==> src/rtl/reaction_timer_unit.sv <==
// Reaction timer and game timer driven from a shared 1 ms prescaler.
// The reaction timer counts milliseconds up or down with saturation; the game
// timer counts elapsed seconds up to GAME_SECONDS while its enable is held.
module reaction_timer_unit #(
  parameter int CLK_HZ       = 50_000_000,
  parameter int MAX_MS       = 2047,
  parameter int GAME_SECONDS = 60
) (
  input  logic        clk,
  input  logic        reset_n,
  input  logic        timer_clear,
  input  logic        up,
  input  logic        enable,
  input  logic [10:0] load_value,
  input  logic        game_reset,
  input  logic        game_timer_enable,
  output logic [10:0] timer_value,
  output logic [5:0]  game_timer_value,
  output logic        ms_tick,
  output logic        at_limit,
  output logic        game_over
);

  localparam int              MS_DIV   = CLK_HZ / 1000;
  localparam int              DIV_W    = (MS_DIV > 1) ? $clog2(MS_DIV) : 1;
  localparam logic [DIV_W-1:0] MS_LAST = DIV_W'(MS_DIV - 1);
  localparam logic [10:0]     MAX_V    = 11'(MAX_MS);
  localparam logic [5:0]      GAME_MAX = 6'(GAME_SECONDS);
  localparam logic [9:0]      SEC_LAST = 10'd999;

  logic [DIV_W-1:0] ms_cnt, ms_cnt_nxt;
  logic [9:0]       sec_cnt;
  logic [10:0]      load_sat;

  // Next prescaler count; a clear restarts the millisecond so the first one is full length.
  always_comb begin
    ms_cnt_nxt = ms_cnt + 1'b1;
    if (timer_clear || ms_cnt == MS_LAST) ms_cnt_nxt = '0;
  end

  // ms prescaler; ms_tick is registered so it is high exactly while ms_cnt == MS_LAST.
  always_ff @(posedge clk or negedge reset_n) begin
    if (!reset_n) begin
      ms_cnt  <= '0;
      ms_tick <= 1'b0;
    end else begin
      ms_cnt  <= ms_cnt_nxt;
      ms_tick <= (ms_cnt_nxt == MS_LAST);
    end
  end

  assign load_sat = (load_value > MAX_V) ? MAX_V : load_value;

  // Reaction timer: clear/reload first, then a saturating step on each enabled ms.
  always_ff @(posedge clk or negedge reset_n) begin
    if (!reset_n) begin
      timer_value <= '0;
    end else if (timer_clear) begin
      timer_value <= up ? 11'd0 : load_sat;
    end else if (enable && ms_tick) begin
      if (up) begin
        if (timer_value < MAX_V) timer_value <= timer_value + 11'd1;
      end else begin
        if (timer_value != 11'd0) timer_value <= timer_value - 11'd1;
      end
    end
  end

  // Game timer: second prescaler pauses with the enable and freezes once game_over.
  always_ff @(posedge clk or negedge reset_n) begin
    if (!reset_n) begin
      sec_cnt          <= '0;
      game_timer_value <= '0;
    end else if (game_reset) begin
      sec_cnt          <= '0;
      game_timer_value <= '0;
    end else if (game_timer_enable && ms_tick && !game_over) begin
      if (sec_cnt == SEC_LAST) begin
        sec_cnt          <= '0;
        game_timer_value <= game_timer_value + 6'd1;
      end else begin
        sec_cnt <= sec_cnt + 10'd1;
      end
    end
  end

  assign at_limit  = up ? (timer_value == MAX_V) : (timer_value == 11'd0);
  assign game_over = (game_timer_value == GAME_MAX);

endmodule

==> config.mk <==
export PLATFORM = sky130hd
export DESIGN_NAME = reaction_timer_unit
export DESIGN_NICKNAME = d
export VERILOG_FILES = /design/src/rtl/reaction_timer_unit.sv
export SDC_FILE = /design/constraint.sdc
export NUM_CORES = 1
export LEC_CHECK = 0
export ABC_AREA = 0
export CAP_MARGIN = 10
export CORE_MARGIN = 5
export CORE_UTILIZATION = 45
export DETAILED_ROUTE_END_ITERATION = 10
export PLACE_DENSITY_LB_ADDON = 0.25
export SLEW_MARGIN = 15
export SYNTH_ARGS = -nofsm -noshare
export SYNTH_HDL_FRONTEND = slang
export SYNTH_SLANG_ARGS = --single-unit
export TNS_END_PERCENT = 50
==> constraint.sdc <==
create_clock -name clk -period 2.96 [get_ports clk]
set_clock_uncertainty 0.1 [all_clocks]
set_input_delay 0.296 -clock clk [delete_from_list [all_inputs] [get_ports clk]]
set_output_delay 0.296 -clock clk [all_outputs]
set_load 0.05 [all_outputs]
==> flow_metrics.py <==
metrics = {
    "placed_design": {
        "hpwl_um": 4850,
        "dpl.cell_count": 434,
        "dp_worst_setup_slack_ns": 0.219,
        "port_buffers": 37,
        "globalplace.congestion": 0.973,
    },
    "synthesis": {
        "synth.most_common_cell": "dfrtp_1",
        "syn_avg_cell_area_um2": 8.85,
        "yosys.cell_types.count": 52,
        "ys.flop_type": "dfrtp_1",
        "synth_cells": 326,
        "synth-edff-count": 0,
        "synth_seq_cells": 44,
        "seq_area_frac_synth_pct": 38.1,
        "yosys_warnings": 0,
        "synth_top_area_cell": "dfrtp_1",
        "async_flop_share_pct": 100,
        "synthTopCellsByArea": "dfrtp_1 38%, ha_1 6.1%, xor2_1 6.1%, nor2_1 4.8%, nand2_1 4.4%",
        "ys_top_cells_by_count": "44 x dfrtp_1, 37 x nor2_1, 34 x nand2_1, 21 x o21ai_0, 20 x xor2_1",
        "synth_top_area_share_pct": 38.1,
        "syn_area_mm2": 0.00289,
        "synth_nets": 359,
    },
    "routing": {
        "vias": 2479,
        "viasPerCell": 5.61,
        "drt-initial-drc-count": 85,
        "finalWirelength_um": 6510,
        "wl_per_cell_um": 14.7,
        "ant_nets": 0,
        "first_pass_iters": 6,
        "post-route-drc-count": 0,
    },
    "clock_tree": {
        "htreeDepth": 2,
        "cts_sinks": 44,
        "postCtsHoldBufs": 0,
        "cts_buffer_depth": 2,
        "cts_tree": "done",
        "post-cts-setup-buffers": 0,
        "worstSkewPairLatency_ns": 0.30,
        "postCtsResizedCells": 0,
        "cts-root-buf": "clkbuf_8",
        "numCtsBuffers": 5,
        "clkSlewWorstSetupHoldPaths_ns": 0.09,
    },
    "critical_path": {
        "cp.required_ns": 3.06,
        "r2r_slack_ns": 0.59,
        "r2r_cells": 7,
        "worstSetupStartpoint": "up",
        "r2r-start": "timer_value[1]",
        "crit_end": "timer_value[7]",
        "crit_arrival_ns": 2.59,
        "path_class": "primary input to register",
        "cp-end-kind": "register",
        "crit_fanout": 5,
        "r2r_end": "timer_value[7]",
        "start_kind": "primary input",
    },
    "final_layout": {
        "multi_input_area_mm2": 0.00168,
        "stdcell_count": 442,
        "regArea_mm2": 0.00110,
        "drive_gt1_share_pct": 5.48,
        "finish.utilization_pct": 54.4,
        "nets": 397,
        "syn_to_final_growth_pct": 18.2,
        "n_antenna_cell": 0,
        "fillers": 580,
    },
    "pwr": {
        "vdd_ir_drop_max_mv": 0.180,
        "power_leakage_nw": 1.40,
        "powerDensity_mw_per_mm2": 387,
    },
    "sta": {
        "drv_slew": 0,
        "period_minus_slack_ns": 2.49,
        "relSlewSlack_pct": 35.6,
        "fin_ws_ns": 0.469,
        "tightest_slew_ns": 0.966,
        "rsz0062_at_grt": "false",
        "fin_setup_tns_ns": 0,
        "setup_viol": 0,
        "finalHoldViolCount": 0,
        "max_freq_mhz": 402,
        "finalCritPeriodShare_pct": 84.1,
    },
    "die": {
        "core-area_mm2": 0.00628,
        "dieWidth_um": 90.1,
        "start_util_pct": 46.0,
        "die_h_um": 90.1,
        "dieArea_mm2": 0.00812,
        "row_count": 29,
        "io_pins": 38,
    },
    "global_route": {
        "grt_first_pass_wirelength_um": 11600,
        "grt.total_usage_pct": 17.0,
        "grt_pass1_vias": 2417,
        "antenna_found_initial": 0,
        "grt_max_degree": 45,
        "grt-ovfl-total": 0,
    },
    "worst_hold_path": {
        "hp-class": "primary input to async pin",
    },
    "status": {
        "status": "finished clean",
    },
    "run": {
        "cap_violations": 0,
    },
}
critical path, stage by stage:
cell	delay [ns]
clkdlybuf4s50_1	0.48
inv_1	0.10
ha_1	0.32
a211oi_1	0.31
o21bai_1	0.16
a2111oi_0	0.41
nor3_1	0.12
xnor2_1	0.14
o31ai_1	0.25
power by group:
group | internal, mW | switching [mW] | total (mW) | leakage, nW
Clock | 0.190 | 0.206 | 0.396 | 0.0445
Combinational | 0.113 | 0.166 | 0.279 | 0.754
Sequential | 0.617 | 0.0291 | 0.646 | 0.598
Total | 0.920 | 0.401 | 1.32 | 1.40
per-stage QoR:
stage	hold WS (ns)	power [mW]	area (µm²)
after floorplan	-0.0996	0.833	2890
after global placement	0.369	0.933	3320
after detailed placement	0.367	0.938	3320
after CTS	0.0719	1.35	3410
after global routing	0.134	1.40	3410
final	0.0443	1.32	3410
registers in the layout (all words and copies together), names as in the netlist:
name              cells
game_timer_value      6
ms_cnt               16
timer_value          11
sec_cnt              10
ms_tick               1
worst min path at each step:
stage | end | slack [ns] | startpoint | depth (start not counted)
2_1_floorplan | game_timer_value[0] | -0.1 | reset_n | 0
3_3_place_gp | sec_cnt[9] | 0.37 | sec_cnt[9] | 1
3_5_place_dp | sec_cnt[9] | 0.37 | sec_cnt[9] | 1
4_1_cts | sec_cnt[0] | 0.07 | reset_n | 1
5_1_grt | sec_cnt[0] | 0.13 | reset_n | 1
6_report | sec_cnt[0] | 0.04 | reset_n | 1
kinds of logic (layout without fill, tap and decap cells):
family	after synthesis	after routing	synth area share, %
AOI/OAI and AO/OA	66	66	15.0
xor gates and xnor gates	29	29	8.80
adders and majority gates	15	15	6.76
buffers and inverters	21	60	3.55
DFF	44	44	38.1
muxes	2	2	0.694
and+or+nand+nor	149	149	27.0
layout by cell type, fill, tap and decap left out, types with 9 or more instances in the layout:
cell,Yosys,routed
xor2_1,20,20
nor2_1,37,37
nand2_1,34,34
ha_1,14,14
nand3_1,13,13
a21oi_1,16,16
inv_1,10,10
nor3_1,9,9
or3_1,9,9
o21ai_0,21,21
nand4_1,14,14
dfrtp_1,44,44
xnor2_1,9,9
clkdlybuf4s50_1,0,35
layout make-up:
class,instances,area share (%)
multi-input combinational,261,49.3
sequential,44,32.3
timing repair buffer,42,11.7
tap,77,2.82
clock buffer,7,2.53
inverter,10,1.10
clock inverter,1,0.220
layer usage:
metal / share of wire, % / vias to the layer above / global-route usage [%] / wire length [µm]
met3: 4.1 / 6 / 3.59 / 268
met1: 46 / 1169 / 22.1 / 3000
met2: 49 / 46 / 28.4 / 3170
li1: - / 1258 / - / -
met4: 0.91 / 0 / 5.21 / 59
met5: 0 / - / 0 / 0
Note: power is estimated with default switching activity, not from simulation.
